**config.mk**
```make
export PLATFORM = sky130hd
export DESIGN_NAME = syn_fifo_ctrl_flat
export DESIGN_NICKNAME = d
export VERILOG_FILES = /design/src/rtl/syn_fifo_ctrl_if.sv /design/src/rtl/syn_fifo_ctrl.sv /design/src/flat_wrapper.sv
export SDC_FILE = /design/constraint.sdc
export NUM_CORES = 1
export LEC_CHECK = 0
export CAP_MARGIN = 20
export CORE_UTILIZATION = 46
export CTS_BUF_LIST = sky130_fd_sc_hd__clkbuf_8
export DETAILED_ROUTE_END_ITERATION = 16
export GPL_TIMING_DRIVEN = 1
export PLACE_DENSITY = 0.88
export SLEW_MARGIN = 25
export SYNTH_ARGS = -nofsm -noshare
export SYNTH_HDL_FRONTEND = slang
export SYNTH_SLANG_ARGS = --single-unit
```
**constraint.sdc**
```tcl
create_clock -name clk_i -period 2.8 [get_ports clk_i]
set_input_delay 0.28 -clock clk_i [delete_from_list [all_inputs] [get_ports clk_i]]
set_output_delay 0.28 -clock clk_i [all_outputs]
set_load 0.03 [all_outputs]
```
**src/rtl/syn_fifo_ctrl_if.sv**
```systemverilog
// rtl/syn_fifo_ctrl_if.sv - requester, reader and FIFO-side signal bundle for syn_fifo_ctrl
// slave is the controller's view; master is the view of the logic around it.
interface syn_fifo_ctrl_if #(
  parameter int FIFO_ENTRIES = 1024,
  parameter int DATA_WIDTH   = 16
);
  localparam int LW = $clog2(FIFO_ENTRIES) + 1;

  logic [1:0]            wr_req_i;
  logic [DATA_WIDTH-1:0] wr_data0_i;
  logic [DATA_WIDTH-1:0] wr_data1_i;
  logic [1:0]            wr_gnt_o;
  logic                  rd_req_i;
  logic                  rd_valid_o;
  logic [DATA_WIDTH-1:0] rd_data_o;
  logic                  wr_o;
  logic                  rd_o;
  logic                  oe_o;
  logic                  daf_o;
  logic [DATA_WIDTH-1:0] data_in_o;
  logic [DATA_WIDTH-1:0] data_out_i;
  logic                  fifo_empty_i;
  logic                  fifo_full_i;
  logic                  half_full_i;
  logic                  af_ae_i;
  logic [LW-1:0]         level_o;
  logic                  ovf_o;
  logic                  udf_o;
  logic                  flag_err_o;

  modport slave (
    input  wr_req_i, wr_data0_i, wr_data1_i, rd_req_i, data_out_i,
           fifo_empty_i, fifo_full_i, half_full_i, af_ae_i,
    output wr_gnt_o, rd_valid_o, rd_data_o, wr_o, rd_o, oe_o, daf_o,
           data_in_o, level_o, ovf_o, udf_o, flag_err_o
  );

  modport master (
    output wr_req_i, wr_data0_i, wr_data1_i, rd_req_i, data_out_i,
           fifo_empty_i, fifo_full_i, half_full_i, af_ae_i,
    input  wr_gnt_o, rd_valid_o, rd_data_o, wr_o, rd_o, oe_o, daf_o,
           data_in_o, level_o, ovf_o, udf_o, flag_err_o
  );
endinterface

```
**src/rtl/syn_fifo_ctrl.sv**
```systemverilog
// rtl/syn_fifo_ctrl.sv - two-requester write arbiter and read controller for an external flagged FIFO
// Programs the almost-full offset once after reset, then tracks occupancy and cross-checks the FIFO flags.
module syn_fifo_ctrl #(
  parameter int FIFO_ENTRIES = 1024,
  parameter int DATA_WIDTH   = 16,
  parameter int AF_OFFSET    = 16
) (
  input  logic           clk_i,
  input  logic           rst_n_i,
  syn_fifo_ctrl_if.slave bus
);
  localparam int LW = $clog2(FIFO_ENTRIES) + 1;
  localparam logic [LW-1:0] LVL_MAX  = LW'(FIFO_ENTRIES);
  localparam logic [LW-1:0] LVL_HALF = LW'(FIFO_ENTRIES / 2);

  typedef enum logic [1:0] {ST_CFG, ST_WAIT, ST_RUN} state_t;

  state_t                r_state;
  state_t                w_state_nxt;
  logic                  r_rr_ptr;
  logic [DATA_WIDTH-1:0] r_data_hold;
  logic [DATA_WIDTH-1:0] r_rd_data;
  logic                  r_rd_d;
  logic [LW-1:0]         r_level;
  logic                  r_ovf;
  logic                  r_udf;
  logic                  r_flag_err;
  logic                  r_chk_pend;

  logic [1:0]            w_gnt;
  logic                  w_run;
  logic                  w_daf;
  logic                  w_wr;
  logic                  w_rd;
  logic [DATA_WIDTH-1:0] w_data_in;
  logic [LW-1:0]         w_level_nxt;
  logic                  w_flag_mismatch;
  logic                  w_unused;

  always_ff @(posedge clk_i or negedge rst_n_i) begin
    if (!rst_n_i) r_state <= ST_CFG;
    else          r_state <= w_state_nxt;
  end

  // r_rr_ptr names the requester that wins the next contested cycle
  always_comb begin
    w_state_nxt = r_state;
    w_gnt       = 2'b00;
    w_daf       = 1'b0;
    w_run       = 1'b0;
    case (r_state)
      ST_CFG: begin
        w_daf       = rst_n_i;
        w_state_nxt = ST_WAIT;
      end
      ST_WAIT: w_state_nxt = ST_RUN;
      ST_RUN: begin
        w_run = 1'b1;
        if (!bus.fifo_full_i) begin
          case (bus.wr_req_i)
            2'b01:   w_gnt = 2'b01;
            2'b10:   w_gnt = 2'b10;
            2'b11:   w_gnt = r_rr_ptr ? 2'b10 : 2'b01;
            default: w_gnt = 2'b00;
          endcase
        end
      end
      default: w_state_nxt = ST_CFG;
    endcase
  end

  assign w_wr = |w_gnt;
  assign w_rd = w_run & bus.rd_req_i & ~bus.fifo_empty_i;

  always_comb begin
    w_data_in = r_data_hold;
    if (w_daf)         w_data_in = DATA_WIDTH'(AF_OFFSET);
    else if (w_gnt[1]) w_data_in = bus.wr_data1_i;
    else if (w_gnt[0]) w_data_in = bus.wr_data0_i;
  end

  always_comb begin
    w_level_nxt = r_level;
    if (w_wr && !w_rd && r_level != LVL_MAX)
      w_level_nxt = r_level + 1'b1;
    else if (w_rd && !w_wr && r_level != '0)
      w_level_nxt = r_level - 1'b1;
  end

  assign w_flag_mismatch = (bus.fifo_full_i  != (r_level == LVL_MAX)) |
                           (bus.fifo_empty_i != (r_level == '0)) |
                           (bus.half_full_i  != (r_level >= LVL_HALF));

  // flags are only trusted one cycle after the level moved, once the FIFO has caught up
  always_ff @(posedge clk_i or negedge rst_n_i) begin
    if (!rst_n_i) begin
      r_rr_ptr    <= 1'b0;
      r_data_hold <= '0;
      r_rd_data   <= '0;
      r_rd_d      <= 1'b0;
      r_level     <= '0;
      r_ovf       <= 1'b0;
      r_udf       <= 1'b0;
      r_flag_err  <= 1'b0;
      r_chk_pend  <= 1'b0;
    end else begin
      if (w_wr) r_rr_ptr <= w_gnt[0];
      r_data_hold <= w_data_in;
      r_rd_d      <= w_rd;
      if (w_rd) r_rd_data <= bus.data_out_i;
      r_level     <= w_level_nxt;
      r_chk_pend  <= (w_level_nxt != r_level);
      if (w_run && bus.fifo_full_i && (|bus.wr_req_i))    r_ovf <= 1'b1;
      if (w_run && bus.rd_req_i && bus.fifo_empty_i)       r_udf <= 1'b1;
      if (w_run && r_chk_pend && w_flag_mismatch)          r_flag_err <= 1'b1;
    end
  end

  assign w_unused       = bus.af_ae_i;
  assign bus.wr_gnt_o   = w_gnt;
  assign bus.wr_o       = w_wr;
  assign bus.rd_o       = w_rd;
  assign bus.oe_o       = w_rd | r_rd_d;
  assign bus.daf_o      = w_daf;
  assign bus.data_in_o  = w_data_in;
  assign bus.rd_valid_o = r_rd_d;
  assign bus.rd_data_o  = r_rd_data;
  assign bus.level_o    = r_level;
  assign bus.ovf_o      = r_ovf;
  assign bus.udf_o      = r_udf;
  assign bus.flag_err_o = r_flag_err;
endmodule

```
**src/flat_wrapper.sv**
```systemverilog
// flat-port wrapper written by rule: the top's interface ports become plain ports
module syn_fifo_ctrl_flat 
#(
  parameter int FIFO_ENTRIES = 1024,
  parameter int DATA_WIDTH   = 16,
  parameter int AF_OFFSET    = 16
)
  (clk_i, rst_n_i, bus_wr_req_i, bus_wr_data0_i, bus_wr_data1_i, bus_rd_req_i, bus_data_out_i, bus_fifo_empty_i, bus_fifo_full_i, bus_half_full_i, bus_af_ae_i, bus_wr_gnt_o, bus_rd_valid_o, bus_rd_data_o, bus_wr_o, bus_rd_o, bus_oe_o, bus_daf_o, bus_data_in_o, bus_level_o, bus_ovf_o, bus_udf_o, bus_flag_err_o);
  syn_fifo_ctrl_if #(.FIFO_ENTRIES(FIFO_ENTRIES), .DATA_WIDTH(DATA_WIDTH)) bus_i ();
  input  logic clk_i;
  input  logic rst_n_i;
  input wire logic [$bits(bus_i.wr_req_i)-1:0] bus_wr_req_i;
  input wire logic [$bits(bus_i.wr_data0_i)-1:0] bus_wr_data0_i;
  input wire logic [$bits(bus_i.wr_data1_i)-1:0] bus_wr_data1_i;
  input wire logic [$bits(bus_i.rd_req_i)-1:0] bus_rd_req_i;
  input wire logic [$bits(bus_i.data_out_i)-1:0] bus_data_out_i;
  input wire logic [$bits(bus_i.fifo_empty_i)-1:0] bus_fifo_empty_i;
  input wire logic [$bits(bus_i.fifo_full_i)-1:0] bus_fifo_full_i;
  input wire logic [$bits(bus_i.half_full_i)-1:0] bus_half_full_i;
  input wire logic [$bits(bus_i.af_ae_i)-1:0] bus_af_ae_i;
  output wire logic [$bits(bus_i.wr_gnt_o)-1:0] bus_wr_gnt_o;
  output wire logic [$bits(bus_i.rd_valid_o)-1:0] bus_rd_valid_o;
  output wire logic [$bits(bus_i.rd_data_o)-1:0] bus_rd_data_o;
  output wire logic [$bits(bus_i.wr_o)-1:0] bus_wr_o;
  output wire logic [$bits(bus_i.rd_o)-1:0] bus_rd_o;
  output wire logic [$bits(bus_i.oe_o)-1:0] bus_oe_o;
  output wire logic [$bits(bus_i.daf_o)-1:0] bus_daf_o;
  output wire logic [$bits(bus_i.data_in_o)-1:0] bus_data_in_o;
  output wire logic [$bits(bus_i.level_o)-1:0] bus_level_o;
  output wire logic [$bits(bus_i.ovf_o)-1:0] bus_ovf_o;
  output wire logic [$bits(bus_i.udf_o)-1:0] bus_udf_o;
  output wire logic [$bits(bus_i.flag_err_o)-1:0] bus_flag_err_o;
  assign bus_i.wr_req_i = bus_wr_req_i;
  assign bus_i.wr_data0_i = bus_wr_data0_i;
  assign bus_i.wr_data1_i = bus_wr_data1_i;
  assign bus_i.rd_req_i = bus_rd_req_i;
  assign bus_i.data_out_i = bus_data_out_i;
  assign bus_i.fifo_empty_i = bus_fifo_empty_i;
  assign bus_i.fifo_full_i = bus_fifo_full_i;
  assign bus_i.half_full_i = bus_half_full_i;
  assign bus_i.af_ae_i = bus_af_ae_i;
  assign bus_wr_gnt_o = bus_i.wr_gnt_o;
  assign bus_rd_valid_o = bus_i.rd_valid_o;
  assign bus_rd_data_o = bus_i.rd_data_o;
  assign bus_wr_o = bus_i.wr_o;
  assign bus_rd_o = bus_i.rd_o;
  assign bus_oe_o = bus_i.oe_o;
  assign bus_daf_o = bus_i.daf_o;
  assign bus_data_in_o = bus_i.data_in_o;
  assign bus_level_o = bus_i.level_o;
  assign bus_ovf_o = bus_i.ovf_o;
  assign bus_udf_o = bus_i.udf_o;
  assign bus_flag_err_o = bus_i.flag_err_o;
  syn_fifo_ctrl #(.FIFO_ENTRIES(FIFO_ENTRIES), .DATA_WIDTH(DATA_WIDTH), .AF_OFFSET(AF_OFFSET)) u_core (.clk_i(clk_i), .rst_n_i(rst_n_i), .bus(bus_i));
endmodule
```
# After elaboration in Yosys (flattened, before gate mapping)
# Index checks and enable logic that the tools add are counted.
# op_classes
magnitude_cmp	1
eq_ne	11
n_addsub	2
mux	12
reduce_logical	17
n_bitwise	6
# op_table
operator	n
$mux 16	3
$mux 11	2
$pmux 2 s3	2
$add 11x1->11 const B	1
$eq 11x11->1 const B	1
$ge 11x10->1 const B	1
$logic_not 11->1	1
$ne 11x11->1	1
$ne 11x11->1 const B	1
$reduce_bool 11->1	1
$sub 11x1->11 const B	1
$logic_and 1x1->1	10
$eq 2x2->1 const B	3
$mux 2	3
$eq 2x1->1 const B	2
$reduce_or 2->1	2
$ne 1x1->1	3
$or 1x1->1	3
$and 1x1->1	2
$logic_not 1->1	2
$logic_not 2->1	1
$mux 1	2
$not 1->1	1
# totals
elab_cells	59
regBits	51
inputBits	57
out_inout_bits	53

# Longest topological paths before layout
# Gate-level depths: netlist of the first run.
# logic_depth
ltp_word	11
ltp_mapped	7
depth_no_buf	7

# Worst setup path before layout of the first run
# No wires, ideal clock.
# synth_timing
path_kind	register to output
startpoint	reg u_core.r_state[1]
endpoint	out bus_data_in_o[0]
required_time_ns	2.520
n_path_buf	1
arrival_time_ns	2.463
slack_ns	0.057
stages_incl_launch_ff	8
path_cell_list	dfrtp_1 -> nor3b_1 -> o21ai_1 -> inv_1 -> nand2b_1 -> clkbuf_1 -> nor2_1 -> a311oi_1
# synth_via
elab_chain_cells	5
# synth_rtl
item	line_no	text
start: declaration	syn_fifo_ctrl.sv:18	state_t r_state;
start signal: assignment	syn_fifo_ctrl.sv:42	else r_state <= w_state_nxt;
$eq 2x2->1	syn_fifo_ctrl.sv:51	case (r_state)
$mux 2	syn_fifo_ctrl.sv:51	
$mux 16	syn_fifo_ctrl.sv:79	else if (w_gnt[0]) w_data_in = bus.wr_data0_i;
$mux 16	syn_fifo_ctrl.sv:78	else if (w_gnt[1]) w_data_in = bus.wr_data1_i;
$mux 16 *	syn_fifo_ctrl.sv:77	if (w_daf) w_data_in = DATA_WIDTH'(AF_OFFSET);
end: declaration	flat_wrapper.sv:28	output wire logic [$bits(bus_i.data_in_o)-1:0] bus_data_in_o;
# Every way passes the cells marked *; elsewhere a longest branch is shown, timed or not.

# Worst setup path in the final report of the first run
# layout_timing
startpoint	reg u_core.r_state[0]
endpoint	out bus_data_in_o[8]
# Same word-level chain as after synthesis.

==> results.txt, run 1 <==
Most repeated library cell on the critical path - sky130_fd_sc_hd__buf_4
Post-Syn Nets - 291
Pin count of the biggest net entering global routing - 52
Share of async-settable or async-resettable flops after synthesis - 100%
GRT busiest layer - met2
Minimum period implied by the final worst setup slack - 2.54 ns
Fraction of met1 tracks used by global routing - 28.9%
Clock-pin slew on the worst setup and hold paths - 0.10 ns
Mean Syn Cell Area - 10.4 um^2
Critical path data arrival time - 2.26 ns
Die X - 74.6 um
DRT Wirelength - 5.97 mm
Area share of xor/xnor cells in the synthesized design - 4.65%
Congestion Overflow GR - 0
Die outline area - 5560 um^2
Fraction of met3 tracks used by global routing - 8.67%
Clock H-tree levels - 2
Layout overhead on the synthesized area - 53.0%
Count of vias placed by the detailed router - 2217
Final sum of negative setup slack - 0 ns
CTS Buffer Depth - 2
Main combinational cell family by area after synthesis - simple AND/OR/NAND/NOR gates
Worst Tran Pin Value - 0.626 ns
Most instantiated library cell after synthesis - sky130_fd_sc_hd__dfrtp_1
Critical-path cell list - nor3b_1, o21ai_1, inv_1, nand2b_1, buf_4, a311oi_1, buf_4
Max-capacitance violation count - 0
Ratio of final minimum period to clock period - 90.7%
Count of non-filler cells in the finished layout - 420
Quantity of I/O buffers inserted on ports - 108
Least setup slack across all paths after layout - 0.259 ns
Highest cell delay on the worst timing path - 0.47 ns
Remaining design rule violation count - 0
Antenna diode count - 0
Detailed placement HPWL - 4.46 mm
Routed wire length per instance - 14.2 um
Latest clock arrival within the worst-skew pair - 0.31 ns
Final RePlAce weighted congestion - 0.816
Result of the run - finished, final reports clean
Number of sinks handled by clock tree synthesis - 51
Post-DR vias/cell - 5.28
Number of nets at the end of the flow - 408
Cell type with the highest aggregate area in the netlist - sky130_fd_sc_hd__dfrtp_1
Post-synthesis sequential area ratio - 52.7%
Flip-flop and latch count after synthesis - 51
Post-CTS setup buffers - 0
Vias in the first global route - 2202
Multiplexer share of the synthesized area - 7.43%
Static leakage - 1.56 nW
Critical path class - flop to output pin
Met2 global-route usage - 38.6%
Kind of path behind the tightest hold check - input port to async pin
Pwr/cell area - 702 nW/um^2
Simple-gate share of the synthesized area - 20.0%
Final-report max-slew violation count - 0
Filler Cells Inserted - 395
Top cells by area, synth - sky130_fd_sc_hd__dfrtp_1 (53%), sky130_fd_sc_hd__mux2_2 (7.4%), sky130_fd_sc_hd__nand2_1 (5.7%)
Placed Cells - 412
Startpoint kind of the worst setup timing path - flop
Post-route antenna net violation count - 0
Vert. Die Dim - 74.6 um
WP data required - 2.52 ns
GRT Overall Usage - 23.8%
Top flip-flop cell by instance count after synthesis - sky130_fd_sc_hd__dfrtp_1
Most frequent cells after synthesis - sky130_fd_sc_hd__dfrtp_1 (51), sky130_fd_sc_hd__nand2_1 (37), sky130_fd_sc_hd__nor2_1 (25)
Proportion of layout cells with a drive suffix above 1 - 19.1%
Compound-Gate Fraction of Synth Area - 11.5%
CTS tree - built
Initial Util - 47.8%
Drt first-iter violations - 191
Reg2Reg Setup Slack - 0.60 ns
Final setup violation count - 0
Endpoint type of the worst setup path - output pin
Initial antenna violation count - 0
Worst relative slew slack - 58.3%
Number of synthesized flops with an enable pin - 0
Count of endpoints failing hold in the final timing report - 0
Row count - 26
Post-Place Setup Slack - 0.198 ns
Netlist area before placement - 2420 um^2
Cell area after layout - 3710 um^2
Adder-cell area share of the yosys netlist - 1.03%
Peak supply drop - 0.434 mV
Yosys warning total - 0
Hold_buf cts - 0
Worst-path fanout max - 30
Core area - 5070 um^2
First-pass GRT wire length - 9.95 mm
Setup repair after global routing missed its margin - false
CTS Root Cell - sky130_fd_sc_hd__clkbuf_8
Highest clock rate - 394 MHz
Maximum clock skew at final layout - 0.00452 ns
Detailed-routing iteration count for the pre-antenna-repair pass - 4
Post-Synthesis Cells - 232
Boundary pin count - 110
Cell Area, Placed - 3610 um^2
Top cell type's share of synthesized area - 52.7%
Number of unique standard cell types used by synthesis - 44
Cell with the largest stage delay on the worst path - sky130_fd_sc_hd__dfrtp_1
Number of buffers added by the clock tree synthesis step - 5
==> cell type report <==
type / count / area [um^2] / area share (%)
multi-input cells: 164 / 1100 / 29.6
repair buffers: 119 / 1120 / 30.2
well taps: 70 / 87.6 / 2.36
clock inverters: 2 / 16.3 / 0.439
clock buffers: 6 / 82.6 / 2.23
flip-flops and latches: 51 / 1280 / 34.4
inverters: 8 / 30.0 / 0.810
==> worst paths after layout <==
| kind | start | end | cells past startpoint |
|---|---|---|---|
| worst min-delay path | rst_n_i | u_core.r_state[0] | 2 |
| max in group asynchronous | rst_n_i | u_core.bus.level_o[4] | 2 |
| worst min register to register | u_core.bus.ovf_o | u_core.bus.ovf_o | 1 |
| worst max-delay path | u_core.r_state[0] | bus_data_in_o[8] | 7 |
| min in group clk_i | u_core.bus.ovf_o | u_core.bus.ovf_o | 1 |
| worst max register to register | u_core.r_state[0] | u_core.bus.level_o[9] | 5 |
==> through the flow <==
| step | utilization [%] | power [mW] | hold slack (ns) |
|---|---|---|---|
| final | 73.1 | 2.60 | 0.114 |
| after floorplan | - | 1.68 | -0.0156 |
| after CTS | 73.0 | 2.62 | 0.133 |
| after detailed placement | 71.1 | 2.16 | 0.451 |
| after global placement | 71.1 | 2.14 | 0.448 |
| after global routing | 73.1 | 2.76 | 0.164 |
==> critical path, delay by kind of cell, from the launching register on <==
| kind | cells | cell delay, ns |
|---|---|---|
| and+or+nand+nor | 2 | 0.37 |
| buffers and inverters | 3 | 0.61 |
| AOI/OAI and AO/OA | 2 | 0.49 |
| DFF | 1 | 0.47 |
==> cell usage in the layout, fill, tap and decap left out, drive strengths merged, types with 7 or more instances in the layout <==
master / synthesis / routed
a311oi: 15 / 15
buf: 1 / 29
clkdlybuf4s50: 0 / 89
dfrtp: 51 / 51
inv: 7 / 7
mux2: 16 / 16
nand2: 37 / 37
nor2: 25 / 25
xnor2: 10 / 10
==> logic make-up (layout without fill, tap and decap cells) <==
kind of cell / after synthesis / count (layout)
compound gates: 36 / 36
xor+xnor: 12 / 12
fa+ha+maj: 2 / 2
buf+inv: 17 / 135
flops: 51 / 51
mux: 16 / 16
simple gates: 98 / 98
==> layer usage <==
| layer | vias up | share of wire, % |
|---|---|---|
| met5 | - | 0 |
| met4 | 0 | 1.7 |
| met3 | 8 | 9.5 |
| met2 | 102 | 47 |
| met1 | 1045 | 41 |
| li1 | 1062 | - |
==> where the power goes <==
part / switching [mW] / internal, mW / total [mW]
sequential: 0.148 / 0.884 / 1.03
clock: 0.252 / 0.202 / 0.454
combinational: 0.611 / 0.506 / 1.12
==> registers in the layout, indices dropped and copies added, names as in the netlist, 2 cells and up <==
signal and cells:
u_core.bus.rd_data_o 16, u_core.r_data_hold 16, u_core.bus.level_o 11, u_core.r_state 2
==> timing repair <==
action                                  in CTS  in global routing
endpoints found under the setup margin       0                  1
endpoints found under the hold margin        0                  0
resized for setup                            0                  1
Power figures use the tool's default switching activity.
==> run 2: changes to the inputs <==
GPL_TIMING_DRIVEN = default   (was 1)
==> results of run 2 <==
Final layout, timing and power as in run 1 (identical DEF).
